--- config.mk ---
export PLATFORM = sky130hd
export DESIGN_NAME = jogador_automatico
export DESIGN_NICKNAME = d
export VERILOG_FILES = /design/src/rtl/jogador_automatico.sv
export SDC_FILE = /design/constraint.sdc
export NUM_CORES = 1
export LEC_CHECK = 0
export ABC_AREA = 1
export ABC_CLOCK_PERIOD_IN_PS = 2900
export BUFFER_PORTS_ARGS = -buffer_cell sky130_fd_sc_hd__buf_2
export CORE_MARGIN = 10
export CORE_UTILIZATION = 50
export CTS_CLUSTER_SIZE = 20
export DETAILED_ROUTE_END_ITERATION = 8
export PLACE_DENSITY = 0.68
export SKIP_LAST_GASP = 1
export SLEW_MARGIN = 20
export SYNTH_ARGS = -nofsm -noshare
export SYNTH_HDL_FRONTEND = slang
export SYNTH_SLANG_ARGS = --single-unit
--- constraint.sdc ---
create_clock -name clock -period 2.9 [get_ports clock]
set_clock_uncertainty 0.1 [all_clocks]
set_input_delay 0.29 -clock clock [delete_from_list [all_inputs] [get_ports clock]]
set_output_delay 0.29 -clock clock [all_outputs]
set_load 0.01 [all_outputs]
--- src/rtl/jogador_automatico.sv ---
// Automatic player for jogo_desafio_memoria: captures the sequence shown on
// leds and replays it as timed button presses until the game reports an end.
module jogador_automatico #(
  parameter int MAX_JOGADAS = 16,
  parameter int T_JOGAR     = 5,
  parameter int T_PRESS     = 10,
  parameter int T_GAP       = 10,
  parameter int T_SILENCIO  = 2000
) (
  input  logic       clock,
  input  logic       reset,
  input  logic       habilitar,
  input  logic       injetar_erro,
  input  logic [3:0] erro_idx,
  input  logic       omitir,
  input  logic [3:0] leds,
  input  logic       pronto,
  input  logic       ganhou,
  input  logic       perdeu,
  input  logic       timeout,
  output logic       jogar,
  output logic [3:0] botoes,
  output logic       ocupado,
  output logic       fim,
  output logic [1:0] resultado,
  output logic [3:0] db_estado,
  output logic [4:0] db_contagem,
  output logic       db_overflow
);

  typedef enum logic [3:0] {
    INICIAL     = 4'd0,
    PULSO_JOGAR = 4'd1,
    OBSERVA     = 4'd2,
    PRESSIONA   = 4'd3,
    INTERVALO   = 4'd4,
    FIM         = 4'd15
  } estado_t;

  localparam int SW = $clog2(T_SILENCIO + 1);

  estado_t       estado, estado_prox;
  logic          hab_ant;
  logic [3:0]    leds_ant;
  logic [15:0]   timer, timer_prox;
  logic [SW-1:0] silencio, silencio_prox;
  logic [4:0]    contagem, contagem_prox;
  logic [3:0]    idx, idx_prox;
  logic [1:0]    resultado_prox;
  logic          overflow_prox;
  logic          jogar_prox;
  logic [3:0]    botoes_prox;
  logic [3:0]    item;
  logic          captura;
  logic          hab_borda;
  logic          fim_jogo;
  logic          silencio_cheio;
  logic [3:0]    buffer [MAX_JOGADAS];

  // pronto always accompanies the other end flags, so it carries no extra information
  logic unused_pronto;
  assign unused_pronto = pronto;

  assign hab_borda      = habilitar & ~hab_ant;
  assign fim_jogo       = ganhou | perdeu | timeout;
  assign silencio_cheio = (silencio == SW'(T_SILENCIO)) && (contagem != 5'd0);

  assign ocupado     = (estado != INICIAL) && (estado != FIM);
  assign fim         = (estado == FIM);
  assign db_estado   = estado;
  assign db_contagem = contagem;

  always_comb begin
    estado_prox    = estado;
    timer_prox     = timer;
    silencio_prox  = silencio;
    contagem_prox  = contagem;
    idx_prox       = idx;
    resultado_prox = resultado;
    overflow_prox  = db_overflow;
    captura        = 1'b0;
    jogar_prox     = 1'b0;
    botoes_prox    = 4'd0;
    item           = 4'd0;

    case (estado)
      INICIAL, FIM: begin
        if (hab_borda) begin
          estado_prox    = PULSO_JOGAR;
          timer_prox     = 16'd0;
          contagem_prox  = 5'd0;
          silencio_prox  = '0;
          resultado_prox = 2'b00;
          overflow_prox  = 1'b0;
        end
      end
      PULSO_JOGAR: begin
        timer_prox = timer + 16'd1;
        if (timer == 16'(T_JOGAR - 1)) begin
          estado_prox = OBSERVA;
          timer_prox  = 16'd0;
        end
      end
      OBSERVA: begin
        if (leds != 4'd0)
          silencio_prox = '0;
        else if (silencio != SW'(T_SILENCIO))
          silencio_prox = silencio + SW'(1);
        if ((leds_ant == 4'd0) && (leds != 4'd0)) begin
          if (contagem == 5'(MAX_JOGADAS))
            overflow_prox = 1'b1;
          else begin
            captura       = 1'b1;
            contagem_prox = contagem + 5'd1;
          end
        end
        if (silencio_cheio && !omitir) begin
          estado_prox = PRESSIONA;
          idx_prox    = 4'd0;
          timer_prox  = 16'd0;
        end
      end
      PRESSIONA: begin
        timer_prox = timer + 16'd1;
        if (timer == 16'(T_PRESS - 1)) begin
          estado_prox = INTERVALO;
          timer_prox  = 16'd0;
        end
      end
      INTERVALO: begin
        timer_prox = timer + 16'd1;
        if (timer == 16'(T_GAP - 1)) begin
          timer_prox = 16'd0;
          if (({1'b0, idx} + 5'd1) < contagem) begin
            estado_prox = PRESSIONA;
            idx_prox    = idx + 4'd1;
          end else begin
            // the game re-shows the whole, longer sequence next round
            estado_prox   = OBSERVA;
            contagem_prox = 5'd0;
            silencio_prox = '0;
          end
        end
      end
      default: estado_prox = INICIAL;
    endcase

    if (ocupado && fim_jogo) begin
      estado_prox = FIM;
      if (timeout)
        resultado_prox = 2'b11;
      else if (perdeu)
        resultado_prox = 2'b10;
      else
        resultado_prox = 2'b01;
    end

    // outputs are computed for the upcoming state so they leave on a register
    jogar_prox = (estado_prox == PULSO_JOGAR);
    if (estado_prox == PRESSIONA) begin
      item = buffer[idx_prox];
      if (injetar_erro && (idx_prox == erro_idx))
        botoes_prox = {item[2:0], item[3]};
      else
        botoes_prox = item;
    end
  end

  // hab_ant resets high so habilitar held through reset is not seen as an edge
  always_ff @(posedge clock or negedge reset) begin
    if (!reset) begin
      estado      <= INICIAL;
      hab_ant     <= 1'b1;
      leds_ant    <= 4'd0;
      timer       <= 16'd0;
      silencio    <= '0;
      contagem    <= 5'd0;
      idx         <= 4'd0;
      resultado   <= 2'b00;
      db_overflow <= 1'b0;
      jogar       <= 1'b0;
      botoes      <= 4'd0;
    end else begin
      estado      <= estado_prox;
      hab_ant     <= habilitar;
      leds_ant    <= leds;
      timer       <= timer_prox;
      silencio    <= silencio_prox;
      contagem    <= contagem_prox;
      idx         <= idx_prox;
      resultado   <= resultado_prox;
      db_overflow <= overflow_prox;
      jogar       <= jogar_prox;
      botoes      <= botoes_prox;
    end
  end

  always_ff @(posedge clock) begin
    if (captura)
      buffer[contagem[3:0]] <= leds;
  end

endmodule

==> reports/summary.md, run 1 <==
Post-route clock period utilization: 99.34%. The share of Yosys cell area claimed by the top area cell type is 32.83%. The number of max-cap violations came out at 0.

Setup total negative slack on the finished layout was measured at 0 ns. The number of placed instances, taps included, is 844. Synthesis inferred 117 register bits. Dividing the detail-routed wire length by the instance count gives 16.03 um.

Entering global routing, the biggest net connects 30 pins. The required time of the critical path was 3.11 ns. Of all cell types, the one taking the most synthesized area is sky130_fd_sc_hd__edfxtp_1. Power per unit of standard cell area: 719.4 mW/mm2.

36 I/O pins were placed. The signal on the critical path passes through ha_4, xor2_4, ha_4, nand2_1, nand2_1, nand2_1, nand3_2, buf_6, nor2_4, inv_2, nand2_4, nand2_4, buf_12, nand2_1, nand3_1, nand3_1, nand3_1, a21oi_1, nor2_1. Global routing used 17.54% of the available tracks. The number of stages on the worst setup path works out to 19. The tools report the half-perimeter wire length after placement as 10.08 mm. After synthesis, flip-flops and latches occupy 55.50% of the total area. The proportion of layout cells with a drive suffix above 1 was 23.35%. The logs give 0.002405 mm2 for the footprint of the multi-input gates and 928 for the layout filler cell count. Counting flops with a built-in enable in the synthesized netlist gives 64.

Via count of the first global-routing pass: 4612. The first detailed-routing pass ran for 5 iterations. The worst setup path is of the reg2reg kind.

Based on the critical path, the design can be clocked at up to 347.1 MHz. The area used by sequential logic in the layout was 0.003251 mm2; the die boundary height was 128.2 um. The count of non-filler cells in the finished layout came out at 884. The number of antenna violations at the first check in global routing came out at 0. At the pin with the least slew margin, the transition time is 0.7031 ns.

The root buffer selected by CTS is sky130_fd_sc_hd__clkbuf_16. The routed via count divided by cell count is 5.463, and the die footprint is 0.01644 mm2. Setup repair after global routing could not meet its margin everywhere.

The cell repeated most along the worst path is sky130_fd_sc_hd__nand2_1. The hold path depth is 3. The routability congestion estimate was 0.8819.

In this run the worst hold path is classified as in2reg. Counting flops with an async set or reset pin after synthesis yields a share of 45.30%. The tools report the initial core utilization as 51.27%. Wires add up to 14.17 mm.

No sink is reached through more buffers than the 2 on the longest clock path. The count of buffers added on input and output ports is 34. The first global-routing pass estimated 22.80 mm of wire. Among all flip-flop cells after synthesis, the most frequent one is sky130_fd_sc_hd__edfxtp_1. After technology mapping, the gate count stands at 636. Counting cells, the worst reg-to-reg path comes to 19.

Of all nets on the critical path, the largest fanout is 14. The number of slew-limit violations in the final report is 0, and the clock transition at the registers of the reported paths is 0.05 ns. The tools report the clock latency of the later-clocked register in the worst-skew pair as 0.42 ns. STA puts the critical path data arrival time at 3.09 ns.

The run finished with clean final reports. After synthesis the cells add up to 0.005854 mm2. Remaining max-slew budget at the tightest pin: 52.70%. The hold violation count in the final report is 0, and the relative area change from synthesis to final layout is 24.73%. The number of diodes added for antenna fixing came out at 0. The minimum period implied by the final worst setup slack was 2.881 ns; the number of buffer and inverter instances along the worst setup path was 3.

The largest single stage delay on the critical path is 0.43 ns. The run gives 0 as the overflow left after global routing. The total number of vias was 4829; the core outline area was 0.01142 mm2. Clock tree synthesis found a total of 117 sinks. For the H-tree level count, the log shows 4. Setup violations remaining at the end of the flow were counted as 0. The horizontal die dimension came out at 128.2 um. For this design the static power due to leakage is 3.117 nW. For the number of placement rows, the log shows 39. The detailed router finished its first iteration with 448 violations.

Ranked by instance count, the synthesized netlist is headed by sky130_fd_sc_hd__nand2_1 (113), sky130_fd_sc_hd__nand3_1 (108), sky130_fd_sc_hd__inv_1 (69). The number of clock buffers added by TritonCTS is 17. The kind of launch point of the worst setup path was a flop. Most numerous cell in the Yosys netlist: sky130_fd_sc_hd__nand2_1. For this run, the post-layout net count is 759. The unique cell type count in the Yosys netlist came out at 43. The worst-case IR drop observed on VDD is 0.4385 mV.

The kind of cell with the highest combined delay on the critical path was simple AND/OR/NAND/NOR gates. The number of nets in the synthesized netlist came out at 667. The count of warnings emitted by yosys was 0. TritonCTS built the clock tree. The detail route stage leaves a number of antenna-violating nets equal to 0.

Cell at the slowest stage of the critical path: sky130_fd_sc_hd__dfrtp_1. Ranked by total cell area, the synthesized netlist is headed by sky130_fd_sc_hd__edfxtp_1 (33%), sky130_fd_sc_hd__dfrtp_1 (22%), sky130_fd_sc_hd__nand3_1 (9.2%), sky130_fd_sc_hd__nand2_1 (7.2%), sky130_fd_sc_hd__inv_1 (4.4%). A synthesized cell averages 9.205 um2. The endpoint type of the worst setup path was a flop. For this run, design rule violations remaining after detail routing come to 0.
report_power, final:
part	switching, mW	internal [mW]	leakage (nW)
combinational	0.891	0.526	1.59
clock	0.679	1.21	0.266
sequential	0.0914	1.85	1.26
total	1.66	3.59	3.12
final timing paths:
path                              from            to  slack [ns]
setup / recovery                idx[1]     botoes[3]        0.02
hold / removal                 timeout  resultado[0]        0.04
setup reg to reg                idx[1]     botoes[3]        0.02
hold reg to reg            silencio[7]   silencio[7]        0.39
max in group asynchronous        reset       hab_ant        1.55
min in group asynchronous        reset      timer[1]        0.34
logic make-up after synthesis:
family	count (synthesis)	share of synthesized area [%]
simple gates	345	28.13
flops	117	55.50
buf+inv	92	6.711
compound gates	63	5.920
fa+ha+maj	14	2.992
xor+xnor	5	0.7480
placed cells by master, fill, tap and decap left out, types with 7 or more instances in the layout:
cell type	netlist	routed
sky130_fd_sc_hd__a21oi_1	28	25
sky130_fd_sc_hd__buf_2	7	34
sky130_fd_sc_hd__buf_4	2	42
sky130_fd_sc_hd__clkbuf_1	1	7
sky130_fd_sc_hd__clkbuf_16	0	17
sky130_fd_sc_hd__dfrtp_1	52	51
sky130_fd_sc_hd__edfxtp_1	64	64
sky130_fd_sc_hd__ha_1	14	11
sky130_fd_sc_hd__inv_1	69	69
sky130_fd_sc_hd__nand2_1	113	106
sky130_fd_sc_hd__nand2_2	7	9
sky130_fd_sc_hd__nand2_4	2	7
sky130_fd_sc_hd__nand3_1	108	101
sky130_fd_sc_hd__nand3_2	4	11
sky130_fd_sc_hd__nand4_1	8	8
sky130_fd_sc_hd__nor2_1	64	59
sky130_fd_sc_hd__nor2_4	4	8
sky130_fd_sc_hd__nor3_1	14	14
sky130_fd_sc_hd__o21ai_0	21	21
worst reg2reg max path, delay by kind of cell, from the launching register on:
kind	cells	cell delay (ns)
fa+ha+maj	2	0.42
buf+inv	3	0.37
xor+xnor	1	0.19
flops	1	0.43
simple gates	12	1.06
compound gates	1	0.19
metal layers:
layer	track usage (%)	vias to the layer above	routed length [um]
met5	0	-	0
met4	7.550	0	339
met3	4.921	28	744
met2	27.31	137	6936
met1	22.34	2326	6148
li1	-	2338	-
layout make-up:
class	count	area share, %
clock buffer	26	6.563
clock inverter	6	0.7539
inverter	78	4.112
multi-input combinational	427	32.93
sequential	117	44.52
tap	143	2.450
timing repair buffer	87	8.670
stage by stage:
stage | worst slack, ns | power (mW) | cell area (um2) | util, % | hold slack [ns]
3_5_place_dp | -0.1185 | 3.245 | 6467 | 56.64 | 0.2583
4_1_cts | 0.002683 | 5.154 | 7094 | 62.13 | 0.04327
2_1_floorplan | 0.04959 | 2.760 | 5854 | - | -0.1056
3_3_place_gp | -0.03087 | 3.213 | 6467 | 56.64 | 0.2523
5_1_grt | -0.1528 | 5.521 | 7302 | 63.95 | 0.07315
6_report | 0.01925 | 5.253 | 7302 | 63.95 | 0.04477
registers in the layout (all words and copies together), names as in the netlist:
signal       flops
buffer          64
timer           16
silencio        11
db_contagem      5
botoes           4
db_estado        4
idx              4
leds_ant         4
resultado        2
db_overflow      1
hab_ant          1
jogar            1
repair_timing:
item,4_1_cts,5_1_grt
resized for setup,17,31
hold buffers,2,0
endpoints found under the setup margin,64,64
hold endpoints to repair,29,0
pin swaps,3,15
setup buffers,1,5
Power figures use the tool's default switching activity.
==> inputs of run 2 (changes only) <==
--- a/config.mk
+++ b/config.mk
@@ -12,7 +12,7 @@
 export CORE_UTILIZATION = 50
 export CTS_CLUSTER_SIZE = 20
 export DETAILED_ROUTE_END_ITERATION = 8
-export PLACE_DENSITY = 0.68
+export PLACE_DENSITY_LB_ADDON = 0.2
 export SKIP_LAST_GASP = 1
 export SLEW_MARGIN = 20
 export SYNTH_ARGS = -nofsm -noshare
==> reports/summary.md, run 2 (synthesis gave the netlist of run 1 again) <==
The die covers 0.01644 mm2. The clock passes through at most 2 buffers. The run gives 17.40% as the overall routing resource usage. STA classifies the critical path endpoint as a flop. For the top-level I/O count, the log shows 36. The total number of vias came out at 4859. Counting every sink on the clock net gives 117.

CTS built an H-tree with a depth of 4. At the end of the flow the core is filled with cells to 65.35%. On the worst path, the slowest cell contributes a delay of 0.42 ns. The total overflow left after global routing is 0. The run gives 0.41 ns as the clock latency of the later-clocked register in the worst-skew pair. The cell repeated most along the worst path is sky130_fd_sc_hd__nor2_1.

The horizontal die dimension works out to 128.2 um. Wires add up to 14.39 mm. Kind of path behind the tightest hold check: in2reg. The core region is 0.01142 mm2. Of the cells placed in the final design, the portion with a size suffix greater than 1 is 26.25%. At the end of the flow, the number of nets in the layout was 759. The tools report the achievable frequency as 344.6 MHz.

Leaving out filler cells and counting taps, the final layout contains 882. The smallest clock period supported by the final layout is computed as 2.902 ns. The hold violation count in the final report came out at 0. The half-perimeter wire length after placement was 10.20 mm.

The worst setup path is launched from a flop. TritonCTS built the clock tree. The root buffer selected by CTS was sky130_fd_sc_hd__clkbuf_16. For this block, the initial DRC count from the detailed router was 350. TritonCTS created 17 clock buffers. The clock transition at the registers of the reported paths is 0.05 ns, and the maximum fanout count along the critical path is 5. The logs give 42.74% for the remaining max-slew budget at the tightest pin and 2.92 ns for the required time of the critical path. Classification of the worst setup path: reg2reg. The final reports fail on negative setup slack. Most common cell after layout, fill and taps aside: sky130_fd_sc_hd__nand2_1. The number of flip-flops under the largest register name works out to 64. For this run, design rule violations remaining after detail routing come to 0. Walking the worst path, the cells encountered are ha_4, xor2_2, ha_1, nand2_1, nor2_1, nand2_1, nand3_2, nor2_1, nor3_4, nand2_2, nor2_4, inv_2, nor2_4, nand2_4, nor2_1, buf_4. In the layout the commonest cells are sky130_fd_sc_hd__nand2_1 (105), sky130_fd_sc_hd__nand3_1 (89), sky130_fd_sc_hd__inv_1 (69), sky130_fd_sc_hd__edfxtp_1 (64), sky130_fd_sc_hd__dfrtp_1 (51). The post-route clock period utilization came out at 100.1%. The run finished, with violations left. The first detailed-routing pass ran for 5 iterations. Row generation in the floorplan step produced 39 rows. The final routed wire length divided by cell count is 16.32 um, and the number of nets still failing antenna checks after routing is 0.

The number of slew-limit violations in the final report came out at 0. At the pin with the least slew margin, the transition time is 0.8589 ns. The worst-case register-to-register setup slack was -0.002 ns; the number of buffer and inverter instances along the worst setup path was 2. The routability congestion estimate was 0.8351; the routed via count divided by cell count was 5.509. The number of diodes added for antenna fixing came out at 0. For this configuration, the core starts out at a cell density of 51.27%.

The kind of cell with the highest combined delay on the critical path is simple AND/OR/NAND/NOR gates. Port buffering added 34 buffers. The power per unit of standard cell area was 694.1 mW/mm2; the die boundary height was 128.2 um. Setup repair after global routing could not meet its margin everywhere. Via count of the first global-routing pass: 4644. The relative area change from synthesis to final layout is 27.46%.

For the total of endpoints with negative setup slack in the final report, the log shows 1. In this run, placement finished with an instance count of 844. The maximum number of pins on one net before global-route repair came out at 39. Max-cap violations in this run came to 0. Cell at the slowest stage of the critical path: sky130_fd_sc_hd__dfrtp_1. The logs give 22.77 mm for the wire length of the first global-routing pass and 0.6311 mV for the peak supply drop. The logs give -0.002211 ns for the final worst-path setup slack and 0 for the number of antenna violations at the first check in global routing. The logs give 3.147 nW for the static leakage power and 2.92 ns for the endpoint arrival time on the critical path.
run 2: path summary, 6_finish.rpt:
path,from,end,cells past startpoint
worst max-delay path,idx[1],buffer[14][2],16
worst min-delay path,timeout,resultado[0],3
worst max register to register,idx[1],buffer[14][2],16
worst min register to register,silencio[9],silencio[9],1
max in group asynchronous,reset,idx[2],3
min in group asynchronous,reset,resultado[1],2
run 2: what timing repair did:
action	in CTS	in global routing
pin swaps	6	23
cloned	0	1
endpoints found under the hold margin	36	0
hold buffers	2	0
resized for setup	13	76
buffers inserted	3	3
endpoints found under the setup margin	64	65
run 2: through the flow:
stage / total power [mW] / setup TNS (ns) / hold WS, ns / instance area (um2) / worst slack [ns]
floorplan: 2.760 / 0 / -0.1056 / 5854 / 0.04959
global placement: 3.212 / -0.1266 / 0.3059 / 6492 / -0.02933
detailed placement: 3.247 / -1.800 / 0.3077 / 6492 / -0.1055
CTS: 5.063 / 0 / 0.03946 / 7079 / 0.001215
global route: 5.440 / -5.491 / 0.08500 / 7462 / -0.1382
finish: 5.180 / -0.002211 / 0.06067 / 7462 / -0.002211
run 2: layer usage:
metal | track usage (%) | routed length, um
met2 | 27.94 | 7011
met3 | 5.211 | 942
met4 | 4.901 | 148
met1 | 22.26 | 6287
met5 | 0 | 0
run 2: worst reg2reg max path: stages, from the launching register on:
cell and delay, ns:
sky130_fd_sc_hd__dfrtp_1 0.42, sky130_fd_sc_hd__ha_4 0.19, sky130_fd_sc_hd__xor2_2 0.15, sky130_fd_sc_hd__ha_1 0.30, sky130_fd_sc_hd__nand2_1 0.05, sky130_fd_sc_hd__nor2_1 0.11, sky130_fd_sc_hd__nand2_1 0.08, sky130_fd_sc_hd__nand3_2 0.08
sky130_fd_sc_hd__nor2_1 0.07, sky130_fd_sc_hd__nor3_4 0.15, sky130_fd_sc_hd__nand2_2 0.10, sky130_fd_sc_hd__nor2_4 0.11, sky130_fd_sc_hd__inv_2 0.06, sky130_fd_sc_hd__nor2_4 0.26, sky130_fd_sc_hd__nand2_4 0.14, sky130_fd_sc_hd__nor2_1 0.11
sky130_fd_sc_hd__buf_4 0.15
run 2: layout make-up:
type | instances | area [um2]
clock inverters | 6 | 32.53
repair buffers | 87 | 696.9
inverters | 78 | 300.3
flip-flops and latches | 117 | 3251
well taps | 143 | 178.9
clock buffers | 24 | 471.7
fillers | 890 | 3956
multi-input cells | 427 | 2531
run 2: where the power goes:
group	switching [mW]	leakage (nW)	total [mW]	internal (mW)
registers	0.0974	1.26	1.95	1.85
logic	0.913	1.64	1.44	0.524
clock network	0.676	0.249	1.79	1.11
total	1.69	3.15	5.18	3.49
==> inputs of run 3 (changes only) <==
--- a/config.mk
+++ b/config.mk
@@ -12,6 +12,7 @@
 export CORE_UTILIZATION = 50
 export CTS_CLUSTER_SIZE = 20
 export DETAILED_ROUTE_END_ITERATION = 8
+export MAX_ROUTING_LAYER = met4
 export PLACE_DENSITY_LB_ADDON = 0.2
 export SKIP_LAST_GASP = 1
 export SLEW_MARGIN = 20
==> reports/summary.md, run 3 (synthesis gave the netlist of run 1 again) <==
The flow ran to the end, but the final reports show violations. The final reports fail on negative setup slack. The number of max-cap violations came out at 0. After global routing the overflow that remains totals 0. The wire length of the first global-routing pass came out at 22.78 mm. The switching portion of total power is 32.56%, and the layout filler cell count is 890.

Sequential cells burn 37.7% of the power. After layout, the design draws a total of 5.180 mW. Setup repair after global routing could not meet its margin everywhere. The number of design rule violations left after detail routing came out at 0.

Minimum period implied by the final worst setup slack: 2.906 ns. The kind of path behind the tightest hold check was in2reg. Clock latency on the worst-skew pair, taken at its later pin, is 0.41 ns.

Compared with the post-synthesis result, the final layout area differs by 27.46%. The slowest stage of the critical path is the sky130_fd_sc_hd__dfrtp_1 cell. The run gives 2 as the deepest clock path buffer count.

The kind of cell with the highest combined delay along the critical path is simple AND/OR/NAND/NOR gates. The maximum fanout count along the critical path was 5. In this run the critical register-to-register path is captured at buffer[14][2].

For this configuration, the core starts out at a cell density of 51.27%. The first detailed-routing pass ran for 5 iterations. Summed over all cells, the static leakage comes to 3.147 nW. The die covers 0.01644 mm2. The number of diodes added for antenna fixing was 0. After detailed routing, the total wire length is 14.42 mm. In this run, the number of DRC markers left after iteration 0 of detailed routing was 394. The net total in the final layout was 759; the total number of vias was 4840. The critical path contains buffers and inverters numbering 2 combined. The logs give 4637 for the via count of the first global-routing pass and 39 for the maximum number of pins on one net before global-route repair.

STA classifies the critical path endpoint as a flop. Core outline area: 0.01142 mm2. For the half-perimeter wire length after placement, the log shows 10.20 mm. The critical path goes through ha_4, xor2_2, ha_1, nand2_1, nor2_1, nand2_1, nand3_2, nor2_1, nor3_4, nand2_2, nor2_4, inv_2, nor2_4, nand2_4, nor2_1, buf_4.

The worst-case register-to-register setup slack is -0.006 ns. The library cell used most frequently in the layout, excluding fill and tap cells, is sky130_fd_sc_hd__nand2_1. The number of clock buffers added by TritonCTS is 17. The worst register-to-register path begins at idx[1]. In the global route stage, overall resource usage came out at 17.90%.

The run gives 65.35% as the fraction of the core area covered by cells at the end of the flow. Proportion of layout cells with a drive suffix above 1: 26.25%. Headroom to the max-slew limit came out at 42.28%. The termination of the worst setup path is buffer[14][2].

The origin of the worst setup path was idx[1]. The horizontal die dimension works out to 128.2 um. The clock network power share was 34.6%. The depth of the most critical reg-to-reg path was 16; the final routed wire length divided by cell count was 16.35 um.

For this design the ratio of total power to cell area is 694.2 mW/mm2. The top-level I/O count came out at 36. The number of slew-limit violations in the final report is 0, and the number of stages on the worst setup path is 16. At the worst endpoint, the required time is 2.92 ns. The setup path with the least slack is of type reg2reg. The worst-case IR drop observed on VDD is 0.6301 mV. Leaving out filler cells and counting taps, the final layout contains 882. For the number of antenna violations at the first check in global routing, the log shows 0.

The analysis attributes to net switching a power of 1.687 mW. For the sink count of the clock tree, the log shows 117. The tools report the combinational power share as 27.7%. The clock transition at the registers of the reported paths was 0.05 ns; the internal power was 3.493 mW.

The hold violation count in the final report was 0; the die boundary height was 128.2 um. TritonCTS built the clock tree. Clock tree synthesis selected as its root buffer the cell sky130_fd_sc_hd__clkbuf_16.

The top cell types in the final layout, fill and taps aside, are sky130_fd_sc_hd__nand2_1 (105), sky130_fd_sc_hd__nand3_1 (89), sky130_fd_sc_hd__inv_1 (69), sky130_fd_sc_hd__edfxtp_1 (64), sky130_fd_sc_hd__dfrtp_1 (51). The post-route clock period utilization works out to 100.2%. Derived from the worst setup path, the maximum achievable clock frequency is 344.1 MHz. In this design, the stage delay of the slowest critical-path cell is 0.42 ns. Input and output buffers added on the ports amount to 34. At the pin with the least slew margin, the transition time is 0.8659 ns.

The number of nets still failing antenna checks after routing is 0. The kind of launch point of the worst setup path was a flop. The routability congestion estimate is 0.8479, and the number of placed cells counting well taps is 844. Data on the critical path arrives at its endpoint at 2.93 ns. The cell repeated most along the worst path is sky130_fd_sc_hd__nor2_1. The number of flip-flops under the largest register name is 64. In this run the number of H-tree levels came out at 4.

The final worst-path setup slack is -0.006367 ns, and the total of endpoints with negative setup slack in the final report is 6. The routed via count divided by cell count came out at 5.488. The tools report the number of placement rows as 39.
==> run 3: what timing repair did <==
action | CTS | global route
cloned | 0 | 1
endpoints found under the setup margin | 64 | 65
resized for setup | 13 | 76
hold buffers | 2 | 0
hold endpoints to repair | 36 | 0
pin swaps | 6 | 23
setup buffers | 3 | 3
==> run 3: layout make-up <==
cell class                      instances  area (um2)  area share (%)
Sequential cell                       117        3251           43.56
Timing Repair Buffer                   87       696.9           9.339
Multi-Input combinational cell        427        2531           33.92
Inverter                               78       300.3           4.024
Tap cell                              143       178.9           2.398
Clock inverter                          6       32.53          0.4359
Clock buffer                           24       471.7           6.321
==> run 3: stage by stage <==
step	area, um2	hold WS (ns)	TNS [ns]	setup WS, ns
finish	7462	0.06403	-0.02353	-0.006367
global route	7462	0.08498	-5.491	-0.1382
CTS	7079	0.03946	0	0.001215
detailed placement	6492	0.3077	-1.800	-0.1055
global placement	6492	0.3059	-0.1266	-0.02933
floorplan	5854	-0.1056	0	0.04959
==> run 3: how the worst min path moves through the flow <==
stage,to,from,slack (ns),cells after the start
floorplan,botoes[0],reset,-0.11,0
global placement,hab_ant,habilitar,0.31,1
detailed placement,hab_ant,habilitar,0.31,1
CTS,resultado[0],timeout,0.04,3
global route,resultado[0],timeout,0.08,3
finish,resultado[0],timeout,0.06,3
==> run 3: routing by layer <==
metal	track usage, %	up-vias	wire [um]
met5	-	-	0
met4	4.901	0	208
met3	5.128	28	805
met2	27.82	140	6996
met1	22.39	2332	6412
li1	-	2340	-
==> run 3: tightest hold or removal path: cells and delay by family <==
kind	cells	cell delay (ns)
buf+inv	1	0.08
simple gates	1	0.07
compound gates	1	0.09
==> run 3: power by group through the flow <==
stage,logic [mW],clock network [mW],registers [mW]
floorplan,0.769,0,1.99
global route,1.59,1.89,1.96
finish,1.44,1.79,1.95
global placement,1.24,0,1.97
detailed placement,1.28,0,1.97
CTS,1.31,1.81,1.95
